<file path="src/rtl/uart_pkg.sv">
// Shared UART definitions: FSM state encoding and default framing constants.
package uart_pkg;

  typedef enum logic [1:0] {
    IDLE  = 2'd0,
    START = 2'd1,
    DATA  = 2'd2,
    STOP  = 2'd3
  } uart_state_t;

  localparam int OVERSAMPLE      = 16;
  localparam int DBIT_DEFAULT    = 8;
  localparam int SB_TICK_DEFAULT = 16;

endpackage

</file>
<file path="src/rtl/uart_rx_if.sv">
// Receiver-side signal bundle: baud strobe and serial line in, word and status out.
interface uart_rx_if
  import uart_pkg::*;
#(
  parameter int DBIT = DBIT_DEFAULT
);
  logic            s_tick;
  logic            rx;
  logic [DBIT-1:0] dout;
  logic            rx_done_tick;
  logic            frame_err;
  logic            busy;

  modport master (output s_tick, rx, input dout, rx_done_tick, frame_err, busy);
  modport slave  (input s_tick, rx, output dout, rx_done_tick, frame_err, busy);
endinterface

</file>
<file path="src/rtl/uart_rx_sync_2ff.sv">
// Two-flop synchronizer for a single asynchronous input bit.
module sync_2ff #(
  parameter logic RST_VAL = 1'b1
) (
  input  logic clk,
  input  logic reset,
  input  logic d,
  output logic q
);
  logic meta;

  always_ff @(posedge clk or posedge reset) begin
    if (reset) begin
      meta <= RST_VAL;
      q    <= RST_VAL;
    end else begin
      meta <= d;
      q    <= meta;
    end
  end
endmodule

</file>
<file path="src/rtl/uart_rx.sv">
// 16x oversampling UART receiver.
// state | meaning: IDLE wait for low line | START check mid start bit | DATA sample bits | STOP sample stop bit
module uart_rx
  import uart_pkg::*;
#(
  parameter int DBIT    = DBIT_DEFAULT,
  parameter int SB_TICK = SB_TICK_DEFAULT
) (
  input logic       clk,
  input logic       reset,
  uart_rx_if.slave  bus
);
  // Tick counter grows past 4 bits only when the stop bit needs it.
  localparam int SW = (SB_TICK > OVERSAMPLE) ? $clog2(SB_TICK) : 4;

  uart_state_t     state_q, state_d;
  logic [SW-1:0]   s_q, s_d;
  logic [2:0]      n_q, n_d;
  logic [DBIT-1:0] b_q, b_d;
  logic [DBIT-1:0] dout_q, dout_d;
  logic            done_q, done_d;
  logic            ferr_q, ferr_d;
  logic            rx_s;

  sync_2ff #(.RST_VAL(1'b1)) u_sync (
    .clk   (clk),
    .reset (reset),
    .d     (bus.rx),
    .q     (rx_s)
  );

  always_ff @(posedge clk or posedge reset) begin
    if (reset) begin
      state_q <= IDLE;
      s_q     <= '0;
      n_q     <= '0;
      b_q     <= '0;
      dout_q  <= '0;
      done_q  <= 1'b0;
      ferr_q  <= 1'b0;
    end else begin
      state_q <= state_d;
      s_q     <= s_d;
      n_q     <= n_d;
      b_q     <= b_d;
      dout_q  <= dout_d;
      done_q  <= done_d;
      ferr_q  <= ferr_d;
    end
  end

  always_comb begin
    state_d = state_q;
    s_d     = s_q;
    n_d     = n_q;
    b_d     = b_q;
    dout_d  = dout_q;
    done_d  = 1'b0;
    ferr_d  = 1'b0;
    unique case (state_q)
      IDLE: begin
        if (!rx_s) begin
          state_d = START;
          s_d     = '0;
        end
      end
      START: begin
        if (bus.s_tick) begin
          if (s_q == SW'(7)) begin
            // A start bit that is high again at its midpoint was a glitch.
            if (!rx_s) begin
              state_d = DATA;
              s_d     = '0;
              n_d     = '0;
            end else begin
              state_d = IDLE;
            end
          end else begin
            s_d = s_q + SW'(1);
          end
        end
      end
      DATA: begin
        if (bus.s_tick) begin
          if (s_q == SW'(15)) begin
            s_d = '0;
            b_d = {rx_s, b_q[DBIT-1:1]};
            if (n_q == 3'(DBIT - 1)) state_d = STOP;
            else                     n_d = n_q + 3'd1;
          end else begin
            s_d = s_q + SW'(1);
          end
        end
      end
      STOP: begin
        if (bus.s_tick) begin
          if (s_q == SW'(SB_TICK - 1)) begin
            state_d = IDLE;
            if (rx_s) begin
              dout_d = b_q;
              done_d = 1'b1;
            end else begin
              ferr_d = 1'b1;
            end
          end else begin
            s_d = s_q + SW'(1);
          end
        end
      end
      default: state_d = IDLE;
    endcase
  end

  assign bus.dout         = dout_q;
  assign bus.rx_done_tick = done_q;
  assign bus.frame_err    = ferr_q;
  assign bus.busy         = (state_q != IDLE);
endmodule

</file>
<file path="src/flat_wrapper.sv">
// flat-port wrapper written by rule: the top's interface ports become plain ports
module uart_rx_flat import uart_pkg::*;
#(
  parameter int DBIT    = DBIT_DEFAULT,
  parameter int SB_TICK = SB_TICK_DEFAULT
)
  (clk, reset, bus_s_tick, bus_rx, bus_dout, bus_rx_done_tick, bus_frame_err, bus_busy);
  uart_rx_if #(.DBIT(DBIT)) bus_i ();
  input logic clk;
  input logic reset;
  input wire logic [$bits(bus_i.s_tick)-1:0] bus_s_tick;
  input wire logic [$bits(bus_i.rx)-1:0] bus_rx;
  output wire logic [$bits(bus_i.dout)-1:0] bus_dout;
  output wire logic [$bits(bus_i.rx_done_tick)-1:0] bus_rx_done_tick;
  output wire logic [$bits(bus_i.frame_err)-1:0] bus_frame_err;
  output wire logic [$bits(bus_i.busy)-1:0] bus_busy;
  assign bus_i.s_tick = bus_s_tick;
  assign bus_i.rx = bus_rx;
  assign bus_dout = bus_i.dout;
  assign bus_rx_done_tick = bus_i.rx_done_tick;
  assign bus_frame_err = bus_i.frame_err;
  assign bus_busy = bus_i.busy;
  uart_rx #(.DBIT(DBIT), .SB_TICK(SB_TICK)) u_core (.clk(clk), .reset(reset), .bus(bus_i));
endmodule
</file>
<file path="config.mk">
export PLATFORM = sky130hd
export DESIGN_NAME = uart_rx_flat
export DESIGN_NICKNAME = d
export VERILOG_FILES = /design/src/rtl/uart_pkg.sv /design/src/rtl/uart_rx_if.sv /design/src/rtl/uart_rx_sync_2ff.sv /design/src/rtl/uart_rx.sv /design/src/flat_wrapper.sv
export SDC_FILE = /design/constraint.sdc
export NUM_CORES = 1
export LEC_CHECK = 0
export ABC_CLOCK_PERIOD_IN_PS = 1550
export CAP_MARGIN = 20
export CORE_AREA = 2 2 71 73
export DETAILED_ROUTE_END_ITERATION = 6
export DIE_AREA = 0 0 73 75
export PLACE_DENSITY_LB_ADDON = 0.05
export SYNTH_ARGS = -nofsm -noshare
export SYNTH_HDL_FRONTEND = slang
export SYNTH_SLANG_ARGS = --single-unit
</file>
<file path="constraint.sdc">
create_clock -name clk -period 1.55 [get_ports clk]
set_input_delay 0.3875 -clock clk [delete_from_list [all_inputs] [get_ports clk]]
set_output_delay 0.3875 -clock clk [all_outputs]
set_load 0.05 [all_outputs]
</file>
# Word-level counts from Yosys, hierarchy flattened
# Index checks and enable logic that the tools add are counted.
[word_totals] out_inout_bits=11 reg_bits=29 in_bits=4 elab_cells=69
[classes] muxes=33 addsub=2 n_reduce_logical=8 eq_ne=17
[op_table] operator="4-bit two-way mux" n=7
[op_table] operator="2-bit two-way mux" n=9
[op_table] operator="3-bit two-way mux" n=6
[op_table] operator="4-bit case mux with 4 select lines" n=1
[op_table] operator="2-bit != test (second input constant)" n=7
[op_table] operator="1-bit two-way mux" n=8
[op_table] operator="2-bit by 1-bit != test with 1-bit output (second input constant)" n=4
[op_table] operator="2-bit case mux with 4 select lines" n=1
[op_table] operator="4-bit AND reduction" n=2
[op_table] operator="8-bit AND reduction" n=1
[op_table] operator="7-bit AND reduction" n=1
[op_table] operator="3-bit case mux with 2 select lines" n=1
[op_table] operator="4-bit by 1-bit adder with 4-bit output (second input constant)" n=1
[op_table] operator="2-bit equality test (second input constant)" n=2
[op_table] operator="4-bit by 3-bit equality test with 1-bit output (second input constant)" n=1
[op_table] operator="4-bit equality test (second input constant)" n=1
[op_table] operator="2-bit nonzero test" n=2
[op_table] operator="3-bit by 1-bit adder with 3-bit output (second input constant)" n=1
[op_table] operator="3-bit equality test (second input constant)" n=1
[op_table] operator="3-bit AND reduction" n=1
[op_table] operator="2-bit by 1-bit equality test with 1-bit output (second input constant)" n=1
[op_table] operator="2-bit zero test" n=1

# Depth between registers and ports, before layout
# Gate-level depths: netlist of run 1.
[depth] depth_word=5 ltp_mapped=6 mapped_depth_nobuf=6

# Hierarchy
# Synthesis of run 1 repeated with hierarchy kept, for this count alone.
[unflattened] cells_unflattened=103 hier_area_um2=1302.5
[by_module_without_submodules] module="uart_rx" instances=1 cells_each=100 area_per_inst_um2=1246.2 seq_area_each_um2=675.6
[by_module_without_submodules] module="sync_2ff" instances=1 cells_each=3 area_per_inst_um2=56.3 seq_area_each_um2=52.6

# Worst setup path after synthesis of run 1
# OpenSTA, ideal clock, no wires.
[synth_timing] kind="flip-flop to flip-flop" start="register u_core.s_q[0]" end="register u_core.b_q[0]" required_ns=1.425 synth_period_minus_slack_ns=1.562 stages_incl_launch_ff=7 arrival_ns=1.437 path_buffers=1 setup_time_ns=0.125 path_slack_ns=-0.012 path_cell_list="dfrtp_1 -> ha_1 -> nand2_1 -> nor2b_4 -> nor2b_4 -> buf_12 -> mux2_4"
[synth_between] elab_chain_cells=2
[synth_lines] element="start: declaration" line_no="uart_rx.sv:17" rtl="logic [SW-1:0] s_q, s_d;"
[synth_lines] element="start signal: assignment" line_no="uart_rx.sv:35" rtl="s_q <= '0;"
[synth_lines] element="start signal: assignment" line_no="uart_rx.sv:43" rtl="s_q <= s_d;"
[synth_lines] element="4-bit equality test" line_no="uart_rx.sv:85" rtl="if (s_q == SW'(15)) begin"
[synth_lines] element="3-bit AND reduction (no source line)"
[synth_lines] element="end signal: assignment" line_no="uart_rx.sv:37" rtl="b_q <= '0;"
[synth_lines] element="end signal: assignment" line_no="uart_rx.sv:45" rtl="b_q <= b_d;"
[synth_lines] element="end: declaration" line_no="uart_rx.sv:19" rtl="logic [DBIT-1:0] b_q, b_d;"
# Every way passes these cells.
# A chain may end at the register's enable or synchronous reset.

# Final worst setup path of run 1
[layout_timing] start="register u_core.state_q[0]" end="register u_core.s_q[0]"
[layout_between] elab_chain_cells=3 elab_cells_between_ends=10 classes_between="7 x eq/ne; 1 x mux; 2 x reduce/logical"
[layout_lines] element="start: declaration" line_no="uart_rx.sv:16" rtl="uart_state_t state_q, state_d;"
[layout_lines] element="start signal: assignment" line_no="uart_rx.sv:42" rtl="state_q <= state_d;"
[layout_lines] element="2-bit equality test / 2-bit by 1-bit equality test with 1-bit output (equally long branches)" line_no="uart_rx.sv:60" rtl="unique case (state_q)"
[layout_lines] element="2-bit != test (no source line)"
[layout_lines] element="4-bit AND reduction (no source line)"
# Parallel ways exist; a longest one is shown, timed or not.

==> results.cfg, run 1 <==
[cells_and_area]
mostFrequentLayoutCell = dfrtp_1
layout_common_cells = 27 x dfrtp_1, 23 x buf_4, 18 x mux2_4, 13 x buf_12, 7 x buf_6
syn2layout_area_growth_pct = 60.6
final_area_mm2 = 0.00221
antenna-diode-count = 0
nets = 157
stdcell_count = 205
drive_gt1_frac = 0.596

[floorplan]
initial_utilization = 0.295
die_h_um = 75
die_area_mm2 = 0.00548
rows = 25
die-width_um = 73
pin_count = 15
core_mm2 = 0.00466

[job]
max_cap_viol_count = 0

[sta]
setup_ws_ns = -0.0496
fmax_mhz = 625
slew_headroom = 0.846
fin_skew_ns = 0.00294
post-route-period-util = 1.03
worst_pin_slew_ns = 0.228
rsz0062_at_grt = yes
slew_viol_final = 0
hold_slack_ns = 0.357
setup_viol = 12
fin_tns_setup_ns = -0.402
timing_hold_violations_final = 0
layout_min_cycle_time_ns = 1.60

[route]
drt_iter0_markers = 30
drc = 0
vias_per_cell = 4.57
drt-total-wl_um = 2870
ant_nets = 0
vias = 936
wl_per_cell_um = 14.0
first_pass_iters = 4

[global_route]
antenna_found_initial = 0
grt-ovfl-total = 0
first_global_vias = 992
grt_max_degree = 30
grt_usage = 0.119
grt_pass1_wl_um = 4820

[yosys]
yosysTopAreaCell = dfrtp_1
yosysTopAreaCellShare = 0.491
post_synth_fa_ha_maj_area_fraction = 0.0273
synthMuxAreaShare = 0.220
yosys.area_share.simple = 0.120
synth_seq_cells = 29
syn_inst = 99
yosysSeqAreaShare = 0.529
ys_types = 34
syn_area_per_cell_um2 = 13.9
syn_nets = 106
synth_area_mm2 = 0.00138
synth_area_leaders = dfrtp_1 49%, mux2_4 17%, dfstp_2 3.8%
synth_xor_xnor_area_share = 0.00636
synthArstFlopShare = 1.00
synth_top_family_by_area = multiplexers
yosys_warnings = 0
yosys_most_used_dff = dfrtp_1
synth_enable_flop_cells = 0
synth-compound-area-share = 0.0645

[placed_design]
dpl-instance-area_mm2 = 0.00186
dp_slack_ns = -0.357
gp_congestion = 0.672
hpwl_um = 1870
dp_cells = 187
io_buffers = 14

[clock_tree]
cts_hold_buf = 0
clock_latency_ns = 0.27
h-tree-depth = 2
root_buffer = clkbuf_8
clkTransAtPathRegs_ns = 0.06
cts_buffers = 5
cts.sinks = 29
cts.path.max_buffers = 2
cts_tree = done

[worst_setup_path]
worst_ep_required_time_ns = 1.71
crit_fanout = 3
criticalPathCategory = reg -> reg
end_kind = flop
setup.worst_path.start_class = flop
r2r-start = u_core.state_q[0]$_DFFE_PP0P_
critPathLaunch = u_core.state_q[0]$_DFFE_PP0P_
arrival_ns = 1.76

[min_path]
hp-start = u_core.u_sync.meta$_DFF_PP1_
hp-class = reg -> reg

[pwr]
p_leak_nw = 1.01
power_density_mw_per_mm2 = 1340
max-vdd-ir-drop_mv = 0.638

[status]
status = finished with violations
violations = setup timing
critical path, cell delays in order, from the launching register on:
cell and delay (ns):
dfrtp_1 0.40, buf_6 0.13, or3_4 0.39, a32oi_4 0.18, o21ai_2 0.12, mux2_4 0.26
synthesized netlist by cell type (3+ instances only):
cell type and count:
ha_1 3, inv_1 4, mux2i_1 4, dfrtp_1 27, nand2_1 6, mux2_4 16, nor2_1 4
flip-flops by register name, summed over array words and instances (netlist names), named ones only:
signal                   count
u_core.bus.frame_err         1
u_core.state_q               1
u_core.b_q                   8
u_core.n_q                   3
u_core.bus.dout              8
u_core.bus.rx_done_tick      1
u_core.u_sync.meta           1
u_core.u_sync.q              1
u_core.s_q                   4
layout make-up:
cell class	count	area, um2
well taps	54	67.6
inverters	4	15.0
clock inverters	1	30.0
repair buffers	46	542
fillers	436	2450
flip-flops and latches	29	728
clock buffers	7	86.3
multi-input cells	64	742
path summary, 6_finish.rpt:
path | depth (start not counted) | endpoint | slack [ns]
max | 5 | u_core.s_q[0]$_DFFE_PP0P_ | -0.05
min | 0 | u_core.u_sync.q$_DFF_PP1_ | 0.36
max reg2reg | 5 | u_core.s_q[0]$_DFFE_PP0P_ | -0.05
min reg2reg | 0 | u_core.u_sync.q$_DFF_PP1_ | 0.36
max in group asynchronous | 3 | u_core.u_sync.q$_DFF_PP1_ | 0.86
min in group asynchronous | 3 | u_core.bus.dout[6]$_DFFE_PP0P_ | 0.45
power breakdown:
part / switching, mW / internal, mW / total, mW
Sequential: 0.0897 / 0.865 / 0.955
Clock: 0.271 / 0.523 / 0.794
Combinational: 0.522 / 0.694 / 1.22
metal layers:
metal  part of all wire  vias to the layer above  track usage
met3              0.034                        7       0.0415
met5                  0                        -            0
met4              0.017                        0       0.0597
met1               0.47                      456        0.161
met2               0.48                       16        0.167
li1                   -                      457            -
logic make-up (layout without fill, tap and decap cells):
group	count (synthesis)	count (layout)
xor gates and xnor gates	1	1
DFF	29	29
and+or+nand+nor	25	26
adders and majority gates	3	3
AOI/OAI and AO/OA	12	12
buffers and inverters	7	58
muxes	22	22
what timing repair did:
item | 4_1_cts | 5_1_grt
setup endpoints to repair | 23 | 26
cloned | 1 | 0
gates resized for setup | 21 | 12
buffers inserted | 5 | 4
pin swaps | 8 | 6
metrics by stage:
step	util	power, mW
after floorplan	-	1.42
after global placement	0.400	1.78
after global routing	0.474	3.14
after CTS	0.453	2.83
after detailed placement	0.400	1.80
final	0.474	2.96
(Power assumes the default switching activity.)
==> run 2, diff against run 1 <==
--- a/config.mk
+++ b/config.mk
@@ -10,6 +10,7 @@
 export CORE_AREA = 2 2 71 73
 export DETAILED_ROUTE_END_ITERATION = 6
 export DIE_AREA = 0 0 73 75
+export DONT_BUFFER_PORTS = 1
 export PLACE_DENSITY_LB_ADDON = 0.05
 export SYNTH_ARGS = -nofsm -noshare
 export SYNTH_HDL_FRONTEND = slang
==> run 2 against run 1 <==
Against the previous run:
- the flow still finishes with violations (setup timing)
- combinational power down 20%
- final cell count down 9.8%
- cell area down 18%
- sequential power up 0.9%
- highest routed layer unchanged
- register-to-register slack better by 0.05 ns
- sequential share of layout area up 7.3 points
- worst hold slack worse by 0.36 ns
==> results.cfg, run 2 (same netlist as run 1, synthesis figures left out) <==
[floorplan]
die_h_um = 75
die_area_mm2 = 0.00548
initial_utilization = 0.295
die-width_um = 73
core_mm2 = 0.00466
pin_count = 15
rows = 25

[sta]
fin_skew_ns = 0.0124
slew_headroom = 0.675
fmax_mhz = 643
layout_min_cycle_time_ns = 1.55
rsz0062_at_grt = yes
timing_hold_violations_final = 0
setup_ws_ns = -0.00447
worst_pin_slew_ns = 0.487
setup_viol = 2
post-route-period-util = 1.00
hold_slack_ns = 0.000326
slew_viol_final = 0
fin_tns_setup_ns = -0.00666

[route]
first_pass_iters = 2
drt-total-wl_um = 2730
drc = 0
wl_per_cell_um = 14.8
vias = 841
drt_iter0_markers = 14
vias_per_cell = 4.55
ant_nets = 0

[cells_and_area]
nets = 137
drive_gt1_frac = 0.550
syn2layout_area_growth_pct = 31.4
antenna-diode-count = 0
layout_common_cells = 27 x dfrtp_1, 23 x buf_4, 16 x mux2_4, 7 x clkbuf_8, 5 x nand2_1
mostFrequentLayoutCell = dfrtp_1
stdcell_count = 185
final_util = 0.388

[global_route]
first_global_vias = 881
grt-ovfl-total = 0
grt_max_degree = 17
antenna_found_initial = 0
grt_pass1_wl_um = 4360
grt_usage = 0.108

[pwr]
power_density_mw_per_mm2 = 1470
p_leak_nw = 0.852
max-vdd-ir-drop_mv = 0.552

[worst_setup_path]
criticalPathCategory = reg -> reg
end_kind = flop
reg2reg_depth = 5
r2r_setup_slack_ns = -0.004
setup.worst_path.start_class = flop
worst_ep_required_time_ns = 1.71
arrival_ns = 1.71
crit_fanout = 4
timing.rr.end = u_core.b_q[3]$_DFFE_PP0P_

[placed_design]
gp_congestion = 0.707
io_buffers = 0
hpwl_um = 1780
dp_cells = 164
dp_slack_ns = -0.114

[job]
max_cap_viol_count = 0

[status]
violations = setup timing
status = finished with violations

[min_path]
hp-class = in -> async

[clock_tree]
cts_buffers = 5
h-tree-depth = 2
clkTransAtPathRegs_ns = 0.07
cts_hold_buf = 0
cts.sinks = 29
root_buffer = clkbuf_8
cts_tree = done
cts.path.max_buffers = 2
clock_latency_ns = 0.28
[run 2: cell types whose count changed in the layout (fill, tap and decap cells not counted), sizes merged]
cell	before	now
nand3	2	1
clkinv	0	1
clkdlybuf4s50	3	0
buf	43	27
bufinv	1	0
[run 2: worst max-delay path by stage]
stage | to | cells past startpoint
6_report | u_core.b_q[3]$_DFFE_PP0P_ | 5
5_1_grt | u_core.b_q[5]$_DFFE_PP0P_ | 5
4_1_cts | u_core.b_q[3]$_DFFE_PP0P_ | 6
3_5_place_dp | u_core.n_q[2]$_DFFE_PP0P_ | 6
3_3_place_gp | u_core.n_q[1]$_DFFE_PP0P_ | 6
2_1_floorplan | u_core.b_q[0]$_DFFE_PP0P_ | 6
[run 2: cell type report]
cell class,count,area (um2)
Clock buffer,7,96.3
Clock inverter,1,5.00
Fill cell,449,2850
Inverter,4,15.0
Multi-Input combinational cell,63,674
Sequential cell,29,728
Tap cell,54,67.6
Timing Repair Buffer,27,221
[run 2: report_power, final]
part	total (mW)	switching, mW	internal [mW]
logic	0.981	0.427	0.554
clock network	0.704	0.303	0.401
registers	0.964	0.0997	0.865
[run 2: through the flow]
stage	cell area [um2]	total power, mW
finish	1810	2.65
global route	1810	2.80
CTS	1680	2.45
detailed placement	1520	1.67
global placement	1520	1.66
floorplan	1380	1.42
[run 2: routing by layer]
layer  share of wire  routed length, um  up-vias  global-route usage
met5               0                  0        -                   0
met2            0.43               1190       18               0.144
li1                -                  -      411                   -
met4          0.0077                 21        0              0.0309
met1            0.51               1390      407               0.156
met3           0.049                134        5              0.0509
[run 2: worst max-delay path, cell delays in order (launching register included)]
cell     delay, ns
dfrtp_1       0.41
and3_4        0.21
nor2b_4       0.18
nor2b_4       0.20
buf_6         0.14
mux2_4        0.29
[run 2: timing repair]
| action | in CTS | in global routing |
|---|---|---|
| setup buffers | 2 | 11 |
| hold endpoints to repair | 0 | 0 |
| endpoints found under the setup margin | 13 | 24 |
| gates resized for setup | 13 | 8 |
| pin swaps | 2 | 5 |
